### src/rtl/pipelined_rca_pkg.sv
// Shared helpers for the pipelined ripple-carry adder/subtractor:
// geometry checks, segment width and saturation constants.
package pipelined_rca_pkg;

    function automatic bit div_ok(input int w, input int s);
        return (s >= 1) && (s <= w) && ((w % s) == 0);
    endfunction

    function automatic int seg_w(input int w, input int s);
        return w / s;
    endfunction

    function automatic logic [127:0] max_pos(input int w);
        return (128'(1) << (w - 1)) - 128'(1);
    endfunction

    function automatic logic [127:0] max_neg(input int w);
        return 128'(1) << (w - 1);
    endfunction

endpackage

### src/rtl/fa.sv
// Single-bit full-adder cell.
module fa (
    input  logic a,
    input  logic b,
    input  logic ci,
    output logic s,
    output logic co
);

    assign s  = a ^ b ^ ci;
    assign co = (a & b) | (ci & (a ^ b));

endmodule

### src/rtl/rca_segment.sv
// Combinational ripple chain of SEG full-adder cells; also exposes
// the carry into the segment MSB for signed-overflow detection.
module rca_segment
    import pipelined_rca_pkg::*;
#(
    parameter int SEG = 4
) (
    input  logic [SEG-1:0] seg_a,
    input  logic [SEG-1:0] seg_b,
    input  logic           seg_cin,
    output logic [SEG-1:0] seg_sum,
    output logic           seg_cout,
    output logic           seg_cmsb
);

    logic [SEG:0] c;

    assign c[0] = seg_cin;

    for (genvar i = 0; i < SEG; i++) begin : g_bit
        fa u_fa (
            .a (seg_a[i]),
            .b (seg_b[i]),
            .ci(c[i]),
            .s (seg_sum[i]),
            .co(c[i+1])
        );
    end

    assign seg_cout = c[SEG];
    assign seg_cmsb = c[SEG-1];

endmodule

### src/rtl/pipelined_rca.sv
// Pipelined ripple-carry adder/subtractor with valid/ready handshake.
// Define PIPELINED_RCA_SAT_EN to saturate sum on signed overflow.
module pipelined_rca
    import pipelined_rca_pkg::*;
#(
    parameter int WIDTH  = 16,
    parameter int STAGES = 4
) (
    input  logic             clk,
    input  logic             rst,
    input  logic             in_valid,
    output logic             in_ready,
    input  logic [WIDTH-1:0] a,
    input  logic [WIDTH-1:0] b,
    input  logic             cin,
    input  logic             sub,
    output logic             out_valid,
    input  logic             out_ready,
    output logic [WIDTH-1:0] sum,
    output logic             cout,
    output logic             ovf
);

    localparam int SEG = seg_w(WIDTH, STAGES);

    if (!div_ok(WIDTH, STAGES)) begin : g_bad_cfg
        $error("pipelined_rca: WIDTH must be a multiple of STAGES");
    end

    logic en;

    logic [STAGES-1:0]            v_d, v_q;
    logic [STAGES-1:0]            c_d, c_n, c_q, m_d;
    logic [STAGES-1:0][WIDTH-1:0] a_d, a_q;
    logic [STAGES-1:0][WIDTH-1:0] b_d, b_q;
    logic [STAGES-1:0][WIDTH-1:0] s_d, s_n, s_q;
    logic                         m_q;

    assign en       = !out_valid || out_ready;
    assign in_ready = en;

    for (genvar k = 0; k < STAGES; k++) begin : g_stage
        logic [SEG-1:0] seg_sum;

        if (k == 0) begin : g_first
            assign v_d[0] = in_valid;
            assign a_d[0] = a;
            assign b_d[0] = sub ? ~b : b;
            assign s_d[0] = '0;
            assign c_d[0] = cin ^ sub;
        end else begin : g_next
            assign v_d[k] = v_q[k-1];
            assign a_d[k] = a_q[k-1];
            assign b_d[k] = b_q[k-1];
            assign s_d[k] = s_q[k-1];
            assign c_d[k] = c_q[k-1];
        end

        rca_segment #(.SEG(SEG)) u_seg (
            .seg_a   (a_d[k][k*SEG +: SEG]),
            .seg_b   (b_d[k][k*SEG +: SEG]),
            .seg_cin (c_d[k]),
            .seg_sum (seg_sum),
            .seg_cout(c_n[k]),
            .seg_cmsb(m_d[k])
        );

        // splice this segment's result into the accumulated sum word
        assign s_n[k] = (s_d[k] & ~(WIDTH'({SEG{1'b1}}) << (k * SEG)))
                      | (WIDTH'(seg_sum) << (k * SEG));
    end

    always_ff @(posedge clk) begin
        if (rst) begin
            v_q <= '0;
            a_q <= '0;
            b_q <= '0;
            s_q <= '0;
            c_q <= '0;
            m_q <= 1'b0;
        end else if (en) begin
            v_q <= v_d;
            a_q <= a_d;
            b_q <= b_d;
            s_q <= s_n;
            c_q <= c_n;
            m_q <= m_d[STAGES-1];
        end
    end

    assign out_valid = v_q[STAGES-1];
    assign cout      = c_q[STAGES-1];
    assign ovf       = c_q[STAGES-1] ^ m_q;

`ifdef PIPELINED_RCA_SAT_EN
    localparam logic [WIDTH-1:0] MAX_POS = WIDTH'(max_pos(WIDTH));
    localparam logic [WIDTH-1:0] MAX_NEG = WIDTH'(max_neg(WIDTH));

    // on overflow the true result has the sign of operand a
    assign sum = !ovf ? s_q[STAGES-1]
               : (a_q[STAGES-1][WIDTH-1] ? MAX_NEG : MAX_POS);
`else
    assign sum = s_q[STAGES-1];
`endif

    logic unused_bits;
    assign unused_bits = ^{a_q[STAGES-1], b_q[STAGES-1], m_d};

endmodule

### config.mk
export PLATFORM = sky130hd
export DESIGN_NAME = pipelined_rca
export DESIGN_NICKNAME = d
export VERILOG_FILES = /design/src/rtl/pipelined_rca_pkg.sv /design/src/rtl/fa.sv /design/src/rtl/rca_segment.sv /design/src/rtl/pipelined_rca.sv
export SDC_FILE = /design/constraint.sdc
export NUM_CORES = 1
export LEC_CHECK = 0
export CORE_ASPECT_RATIO = 0.6
export CORE_MARGIN = 10
export CORE_UTILIZATION = 51
export CTS_BUF_LIST = sky130_fd_sc_hd__clkbuf_8
export DETAILED_ROUTE_END_ITERATION = 8
export GPL_ROUTABILITY_DRIVEN = 1
export PLACE_DENSITY = 0.83
export SKIP_LAST_GASP = 1
export SLEW_MARGIN = 20
export SYNTH_ARGS = -nofsm -noshare
export SYNTH_HDL_FRONTEND = slang
export SYNTH_SLANG_ARGS = --single-unit
### constraint.sdc
create_clock -name clk -period 3.2 [get_ports clk]
set_input_delay 0.96 -clock clk [delete_from_list [all_inputs] [get_ports clk]]
set_output_delay 0.96 -clock clk [all_outputs]
set_load 0.1 [all_outputs]
== Word-level counts from Yosys, hierarchy flattened ==
Index checks and enable logic that the tools add are counted.

* Flip-flop bits (word level): 145
* Bits of input ports: 38
* Output and inout bits: 20

* Multiplexer cells: 1
* Bitwise operators: 86
* Reductions and logical operators: 2

{| class="wikitable"
|+ Operators by type and width
! operator !! number
|-
| XOR 1 bit || 34
|-
| AND 1 bit || 32
|-
| two-way mux 16 bit || 1
|-
| NOT 16 bit || 1
|-
| bitwise OR 1 bit || 16
|-
| bitwise OR 12 x 16 -> 16 bit || 1
|-
| bitwise OR 8 x 12 -> 12 bit || 1
|-
| bitwise OR 4 x 8 -> 8 bit || 1
|-
| zero test 1 bit || 1
|-
| logical OR 1 bit || 1
|}

== Logic depth before layout (Yosys ltp) ==
Gate-level depths: netlist of the first run.

* Depth after elaboration: 11
* Mapped depth: 10

== Modules after synthesis ==
Synthesis of the first run repeated with hierarchy kept, for this count alone.

* Cell total of the unflattened synthesis: 445
* Area total of the unflattened synthesis: 3883.7 µm²

{| class="wikitable"
|+ Modules (own cells, without submodules)
! module !! instances !! cells an instance !! area each (µm²) !! sequential area each (µm²)
|-
| pipelined_rca || 1 || 429 || 3563.4 || 1941.9
|-
| fa || 16 || 1 || 20.0 || 0.0
|}

== Worst setup path before layout of the first run ==
No wires, ideal clock.

* Path type: register to output
* From: register c_q[3]
* To: output port ovf
* Arrival time: 2.450 ns
* Slack: -0.210 ns
* Cell stages (with the launch flop): 2
* Path through: dfxtp_1 xor2_1

* Longest elaborated chain between the ends: 1

{| class="wikitable"
|+ Ends and longest elaborated chain
! what !! line !! text
|-
| start: declaration || pipelined_rca.sv:33 || <nowiki>logic [STAGES-1:0] c_d, c_n, c_q, m_d;</nowiki>
|-
| start signal: assignment || pipelined_rca.sv:86 || <nowiki>c_q <= c_n;</nowiki>
|-
| XOR 1 bit || pipelined_rca.sv:93 || <nowiki>assign ovf = c_q[STAGES-1] ^ m_q;</nowiki>
|-
| end: declaration || pipelined_rca.sv:21 || <nowiki>output logic ovf</nowiki>
|}

Every way passes these cells.

== Final worst setup path of the first run ==
* From: input port sub
* To: register s_q (netlist bit s_d[19])

* Longest elaborated chain between the ends: 9
* Elaborated cells between the ends (all ways): 16
* Classes of those cells: mux: 1; bitwise: 15

{| class="wikitable"
|+ Ends and longest elaborated chain
! what !! line !! text
|-
| start: declaration || pipelined_rca.sv:16 || <nowiki>input logic sub,</nowiki>
|-
| two-way mux 16 bit || pipelined_rca.sv:48 || <nowiki>assign b_d[0] = sub ? ~b : b;</nowiki>
|-
| XOR 1 bit || fa.sv:11 || <nowiki>assign co = (a & b) | (ci & (a ^ b));</nowiki>
|-
| AND 1 bit || fa.sv:11 ||
|-
| bitwise OR 1 bit || fa.sv:11 ||
|-
| AND 1 bit || fa.sv:11 ||
|-
| bitwise OR 1 bit || fa.sv:11 ||
|-
| AND 1 bit || fa.sv:11 ||
|-
| bitwise OR 1 bit || fa.sv:11 ||
|-
| XOR 1 bit * || fa.sv:10 || <nowiki>assign s = a ^ b ^ ci;</nowiki>
|-
| named net g_stage[0].u_seg.g_bit[3].u_fa.s || fa.sv:6 || <nowiki>output logic s,</nowiki>
|-
| end signal: assignment || pipelined_rca.sv:85 || <nowiki>s_q <= s_n;</nowiki>
|-
| end: declaration || pipelined_rca.sv:36 || <nowiki>logic [STAGES-1:0][WIDTH-1:0] s_d, s_n, s_q;</nowiki>
|}

The timed path passes the listed nets; every way through them passes the cells marked *.
A chain may end at the register's enable or synchronous reset.

==> metrics.md, run 1 <==
| Metric | Value |
|---|---|
| Post-synthesis sequential area ratio | 48.45% |
| Core Rows | 24 |
| Root Driver | clkbuf_8 |
| Sw Share | around a quarter |
| Max-slew violations | 0 |
| Crit path cell chain | clkdlybuf4s50_1, xnor2_1, fa_2, fa_2, fa_1, inv_1, fa_1, nand2_1, a21oi_1 |
| Syn nets | 513 |
| Dpl cell area | 4539 µm² |
| Post-CTS resize count | 0 |
| Clock share of power | 31.2% |
| Largest fanout on the critical path | 3 |
| CTS H-tree lvls | 3 |
| CP Depth | 9 |
| Number of global-route vias before repair | slightly below 3000 |
| RR Endpoint | sum[15]$_SDFFE_PP0P_ |
| Fin area | about 4700 µm² |
| CTS tree | built |
| Startpoint Class | input pin |
| TritonCTS buffer count | 9 |
| Full die area | approximately 12000 µm² |
| Hold_ws | roughly 450 ps |
| Peak VDD IR | 0.0003910 V |
| Maximum root-to-sink buffer count | 2 |
| GRT Util Overall | around 14% |
| Drt wl/cell | around 13 µm |
| Drt total wl | between 8000 and 9000 µm |
| Syn Area/Cell | between 8 and 9 µm² |
| Mapped Area | around 4000 µm² |
| Final Hold Fails | 0 |
| Routability cong. | between 0.7 and 0.8 |
| Synth Warn # | 0 |
| Cell area power density | a little over 500 nW/µm² |
| Routed vias | between 2000 and 3000 |
| Setup Skew | approximately 6 ps |
| Worst-Skew Late Latency | between 300 and 400 ps |
| CP max stage delay | ~570 ps |
| Synth Register Bits | a little under 100 |
| Total power | 0.002420 W |
| Crit path kind | in -> reg |
| Worst Path Required | between 3000 and 4000 ps |
| P_sw | between 0.0006 and 0.0007 W |
| DR DRC count | 0 |
| Hold crit path type | reg -> reg |
| Worst path slowest cell | clkdlybuf4s50_1 |
| Starting Density | ~54% |
| WP data arrival | 3360 ps |
| Pre-antenna DRT Iters | 5 |
| Core area | approximately 7400 µm² |
| Fillers | 664 |
| IO buf count | 57 |
| Boundary Pins | 58 |
| Max-cap violations | 0 |
| LEAKAGE | around 1.9 nW |
| Status | complete, no violations |
| CTS Hold Bufs | 0 |
| CP Buf/Inv Count | 2 |
| Final Cycle Share | 97.86% |
| N_diodes | 0 |
| Setup Buffers After CTS | 0 |
| Routed vias/inst | 4.880 |
| Worst hold start | a_d[60]$_SDFFE_PP0P_ |
| Sequential share of power | 55.0% |
| Max Clk Rate | 319.3 MHz |
| RSZ-0062 raised after global routing | false |
| Setup slack, reg-to-reg | about 810 ps |
| Nets | 551 |
| Layout area overhead | 18.08% |
| Final setup violation count | 0 |
| FF-to-FF Start | a_d[60]$_SDFFE_PP0P_ |
| Setup ws final | 68.63 ps |
| Cells on worst reg2reg path | 10 |
| Hold depth | 2 |
| Pint | 0.001789 W |
| Sink Count | between 90 and 100 |
| Largest net degree at the start of global routing | 117 |
| Worst Hold End | a_d[60]$_SDFFE_PP0P_ |
| DRT iter0 DRCs | roughly 250 |
| Pre-CTS setup slack | -315.0 ps |
| DPL Wire Length | approximately 5600 µm |
| Combinational share of power | about 14% |
| Fin Setup TNS | 0 ps |
| Routed Antenna Nets | 0 |
| Layout cells sized above 1 | around an eighth |
| Max_slew headroom | about half |
| Synth Instances | around 460 |
| Min Clock Period, post-route | between 3000 and 4000 ps |
| CP delay by family, top | adder cells |
| CP Capture Type | flip-flop |
| First-pass GRT wire length | roughly 14000 µm |
| Die Y-Extent | between 80 and 90 µm |
| Worst Max-Slew Pin Slew | between 700 and 800 ps |
| Clock-pin transition on the worst setup and hold timing paths | approximately 90 ps |
| Die width | 134.4 µm |
| Gr ovfl total | 0 |
| Post-synth cell types | 16 |
| Initial antenna violation count | 0 |
cell families (layout without fill, tap and decap cells):
kind of cell	after synthesis	after routing	share of synthesized area, %
compound gates	96	96	15.86
xor+xnor	18	18	3.934
fa+ha+maj	16	16	7.993
buf+inv	61	104	7.618
flops	97	97	48.45
simple gates	171	171	16.14
worst register-to-register path, cell delays in order, from the launching register on:
cell	delay (ps)
dfxtp_1	330
inv_1	70
fa_1	420
inv_1	90
fa_1	170
inv_1	60
fa_1	510
inv_1	110
fa_1	400
nand2_1	70
a21oi_1	60
Yosys cell counts (all sizes together):
| cell type | n | area (µm²) |
|---|---|---|
| a211oi | 24 | 275.3 |
| a21oi | 72 | 360.4 |
| buf | 22 | 156.4 |
| clkbuf | 12 | 45.04 |
| dfxtp | 97 | 1942 |
| fa | 16 | 320.3 |
| inv | 27 | 103.9 |
| nand2 | 144 | 540.5 |
| nor2 | 26 | 97.59 |
| nor2b | 1 | 8.760 |
| xnor2 | 14 | 122.6 |
| xor2 | 4 | 35.03 |
cell type report:
type	instances	area, µm²	area share [%]
multi-input combinational	301	1778	37.57
timing repair buffer	61	585.6	12.37
tap	104	130.1	2.750
clock inverter	3	13.76	0.2909
inverter	27	103.9	2.195
sequential	97	1942	41.04
clock buffer	13	178.9	3.781
how the worst max path moves through the flow:
stage / startpoint / end / slack, ps
after floorplan: sub / s_d[19]$_SDFFE_PP0P_ / 40
after global placement: sub / s_d[19]$_SDFFE_PP0P_ / -250
after detailed placement: sub / s_d[19]$_SDFFE_PP0P_ / -320
after CTS: sub / s_d[19]$_SDFFE_PP0P_ / 80
after global routing: sub / s_d[19]$_SDFFE_PP0P_ / 6
final: sub / s_d[19]$_SDFFE_PP0P_ / 70
layout by cell type (no fill, tap or decap), types with 2 or more instances in the layout:
master	instances
a211oi_1	5
a211oi_2	19
a21oi_1	72
buf_12	3
buf_4	22
clkbuf_8	13
clkdlybuf4s50_1	36
clkinv_2	2
dfxtp_1	97
fa_1	14
fa_2	2
inv_1	27
nand2_1	144
nor2_1	26
xnor2_1	14
xor2_1	3
power groups by stage:
stage / Sequential [W] / Combinational (W) / Clock [W]
global route: 0.00134 / 0.000371 / 0.000825
global placement: 0.00135 / 0.000328 / 0
finish: 0.00133 / 0.000335 / 0.000754
detailed placement: 0.00136 / 0.000336 / 0
CTS: 0.00133 / 0.000338 / 0.000770
floorplan: 0.00141 / 0.000175 / 0
registers in the layout (all words and copies together) (netlist names):
signal / flops
v_q: 4
sum: 16
c_q: 4
a_d: 24
m_q: 1
b_d: 24
s_d: 24
layer usage:
| layer | vias to the layer above | GRT usage (%) | share of wire, % |
|---|---|---|---|
| li1 | 1520 | - | - |
| met1 | 1353 | 17.61 | 47 |
| met2 | 70 | 22.11 | 45 |
| met3 | 14 | 5.147 | 6.7 |
| met4 | 0 | 5.310 | 1.5 |
| met5 | - | 0 | 0 |
through the flow:
stage	util (%)	instances
floorplan	-	459
global placement	60.95	590
detailed placement	60.95	590
CTS	63.54	606
global route	63.54	606
finish	63.54	606
Note: power is estimated with default switching activity, not from simulation.
==> run 2, diff against run 1 <==
--- a/config.mk
+++ b/config.mk
@@ -12,8 +12,8 @@
 export DETAILED_ROUTE_END_ITERATION = 8
 export GPL_ROUTABILITY_DRIVEN = 1
 export PLACE_DENSITY = 0.83
+export REMOVE_ABC_BUFFERS = 1
 export SKIP_LAST_GASP = 1
-export SLEW_MARGIN = 20
 export SYNTH_ARGS = -nofsm -noshare
 export SYNTH_HDL_FRONTEND = slang
 export SYNTH_SLANG_ARGS = --single-unit
==> metrics.md, run 2 (synthesis gave the netlist of run 1 again) <==
| Metric | Value |
|---|---|
| Status | complete, no violations |
| Commonest non-fill, non-tap cell in the layout | nand2_1 |
| Hold crit path type | reg -> reg |
| RSZ-0062 raised after global routing | false |
| GRT Util Overall | between 10% and 20% |
| Crit path cell chain | clkdlybuf4s50_1, xnor2_1, fa_1, fa_1, fa_1, inv_1, fa_1, nand2_1, a21oi_1 |
| Largest fanout on the critical path | 1 |
| Core Rows | 24 |
| Routed vias | between 3000 and 4000 |
| Final Hold Fails | 0 |
| Nets | about 550 |
| Placed insts | 593 |
| Layout area overhead | 17.98% |
| Full die area | between 10000 and 15000 µm² |
| Max Clk Rate | 328.4 MHz |
| Worst Path Required | approximately 3500 ps |
| Setup Skew | 7.291 ps |
| Worst path slowest cell | clkdlybuf4s50_1 |
| CTS Hold Bufs | 0 |
| Final setup violation count | 0 |
| DR DRC count | 0 |
| Die width | between 100 and 150 µm |
| Die Y-Extent | 88.67 µm |
| Number of global-route vias before repair | slightly below 3000 |
| WP data arrival | roughly 3300 ps |
| CP delay by family, top | adder cells |
| Dpl cell area | about 4500 µm² |
| Core Util, Final | between 60% and 70% |
| Final Cycle Share | roughly 95% |
| CTS tree | built |
| Core area | around 7400 µm² |
| Setup Buffers After CTS | 0 |
| Maximum root-to-sink buffer count | 2 |
| TritonCTS buffer count | 9 |
| Crit path kind | in -> reg |
| Boundary Pins | 58 |
| Starting Density | 53.81% |
| Root Driver | clkbuf_8 |
| Worst-Skew Late Latency | ~370 ps |
| CTS H-tree lvls | 3 |
| Gr ovfl total | 0 |
| First-pass GRT wire length | 13730 µm |
| N_diodes | 0 |
| Non-filler cells, final | just over 600 |
| Clock-pin transition on the worst setup and hold timing paths | 90 ps |
| DRT iter0 DRCs | approximately 260 |
| Most frequent cells in the layout | nand2_1, dfxtp_1, a21oi_1 |
| Initial antenna violation count | 0 |
| Routability cong. | ~0.77 |
| Cell area power density | between 500 and 600 nW/µm² |
| Peak VDD IR | 0.0003438 V |
| Min Clock Period, post-route | roughly 3000 ps |
| CP Buf/Inv Count | 2 |
| CP Capture Type | flip-flop |
| Drt wl/cell | ~13 µm |
| CP max stage delay | ~420 ps |
| Max_slew headroom | 50.59% |
| Post-CTS resize count | 1 |
| Startpoint Class | input pin |
| Largest net degree at the start of global routing | about 120 |
| Max-slew violations | 0 |
| Max-cap violations | 0 |
| Worst Max-Slew Pin Slew | about 740 ps |
| LEAKAGE | 1.871 nW |
| Crit path top cell by count | fa_1 |
| Pre-antenna DRT Iters | 4 |
| Routed vias/inst | 4.989 |
| IO buf count | 57 |
| DPL Wire Length | 5420 µm |
| Drt total wl | between 8000 and 9000 µm |
| Layout cells sized above 1 | 12.67% |
| Fin area | ~4700 µm² |
| Sink Count | between 90 and 100 |
| Routed Antenna Nets | 0 |
[run 2: cell count changes in the layout (fill, tap and decap cells not counted), sizes merged]
cell	before	now
clkdlybuf4s50	36	35
dlygate4sd2	0	1
buf	25	28
[run 2: area by class of cell]
cell class                 instances  area (µm²)
tap                              104       130.1
timing repair buffer              64       594.3
clock inverter                     3       13.76
fill                             672        2719
sequential                        97        1942
clock buffer                      13       178.9
multi-input combinational        301        1765
inverter                          27       103.9
[run 2: per-stage QoR]
stage | TNS, ps | worst slack, ps | hold WS (ps) | total power, W
floorplan | -81050 | -1341 | 425.8 | 0.001557
global placement | -646.7 | -425.1 | 437.9 | 0.001675
detailed placement | -827.2 | -481.6 | 444.6 | 0.001689
CTS | 0 | 152.6 | 457.0 | 0.002455
global route | 0 | 76.14 | 468.9 | 0.002545
finish | 0 | 155.1 | 453.0 | 0.002423
[run 2: power by group]
group          total, W  leakage, nW  internal (W)  switching (W)
Combinational  0.000332        0.967      0.000138       0.000194
Sequential      0.00133        0.797       0.00129      0.0000410
Clock          0.000763        0.107      0.000363       0.000401
Total           0.00242         1.87       0.00179       0.000636
[run 2: final timing paths]
check / from / end / slack, ps / cells after the start
setup reg to reg: a_d[60]$_SDFFE_PP0P_ / sum[15]$_SDFFE_PP0P_ / 770 / 10
setup / recovery: b[0] / s_d[19]$_SDFFE_PP0P_ / 160 / 9
hold / removal: a_d[43]$_SDFFE_PP0P_ / a_d[43]$_SDFFE_PP0P_ / 450 / 2
hold reg to reg: a_d[43]$_SDFFE_PP0P_ / a_d[43]$_SDFFE_PP0P_ / 450 / 2
[run 2: worst register-to-register path, stage by stage, from the launching register on]
cell and delay [ps]:
dfxtp_1 350, inv_1 60, fa_1 410, inv_1 90, fa_1 180, inv_1 60, fa_1 480, inv_1 90
fa_1 410, nand2_1 80, a21oi_1 70
[run 2: routing by layer]
layer | track usage, % | vias to the layer above | part of all wire (%)
met1 | 18.19 | 1408 | 49
met2 | 22.25 | 96 | 42
met5 | 0 | - | 0
met4 | 3.245 | 0 | 0.93
li1 | - | 1524 | -
met3 | 6.278 | 10 | 7.4
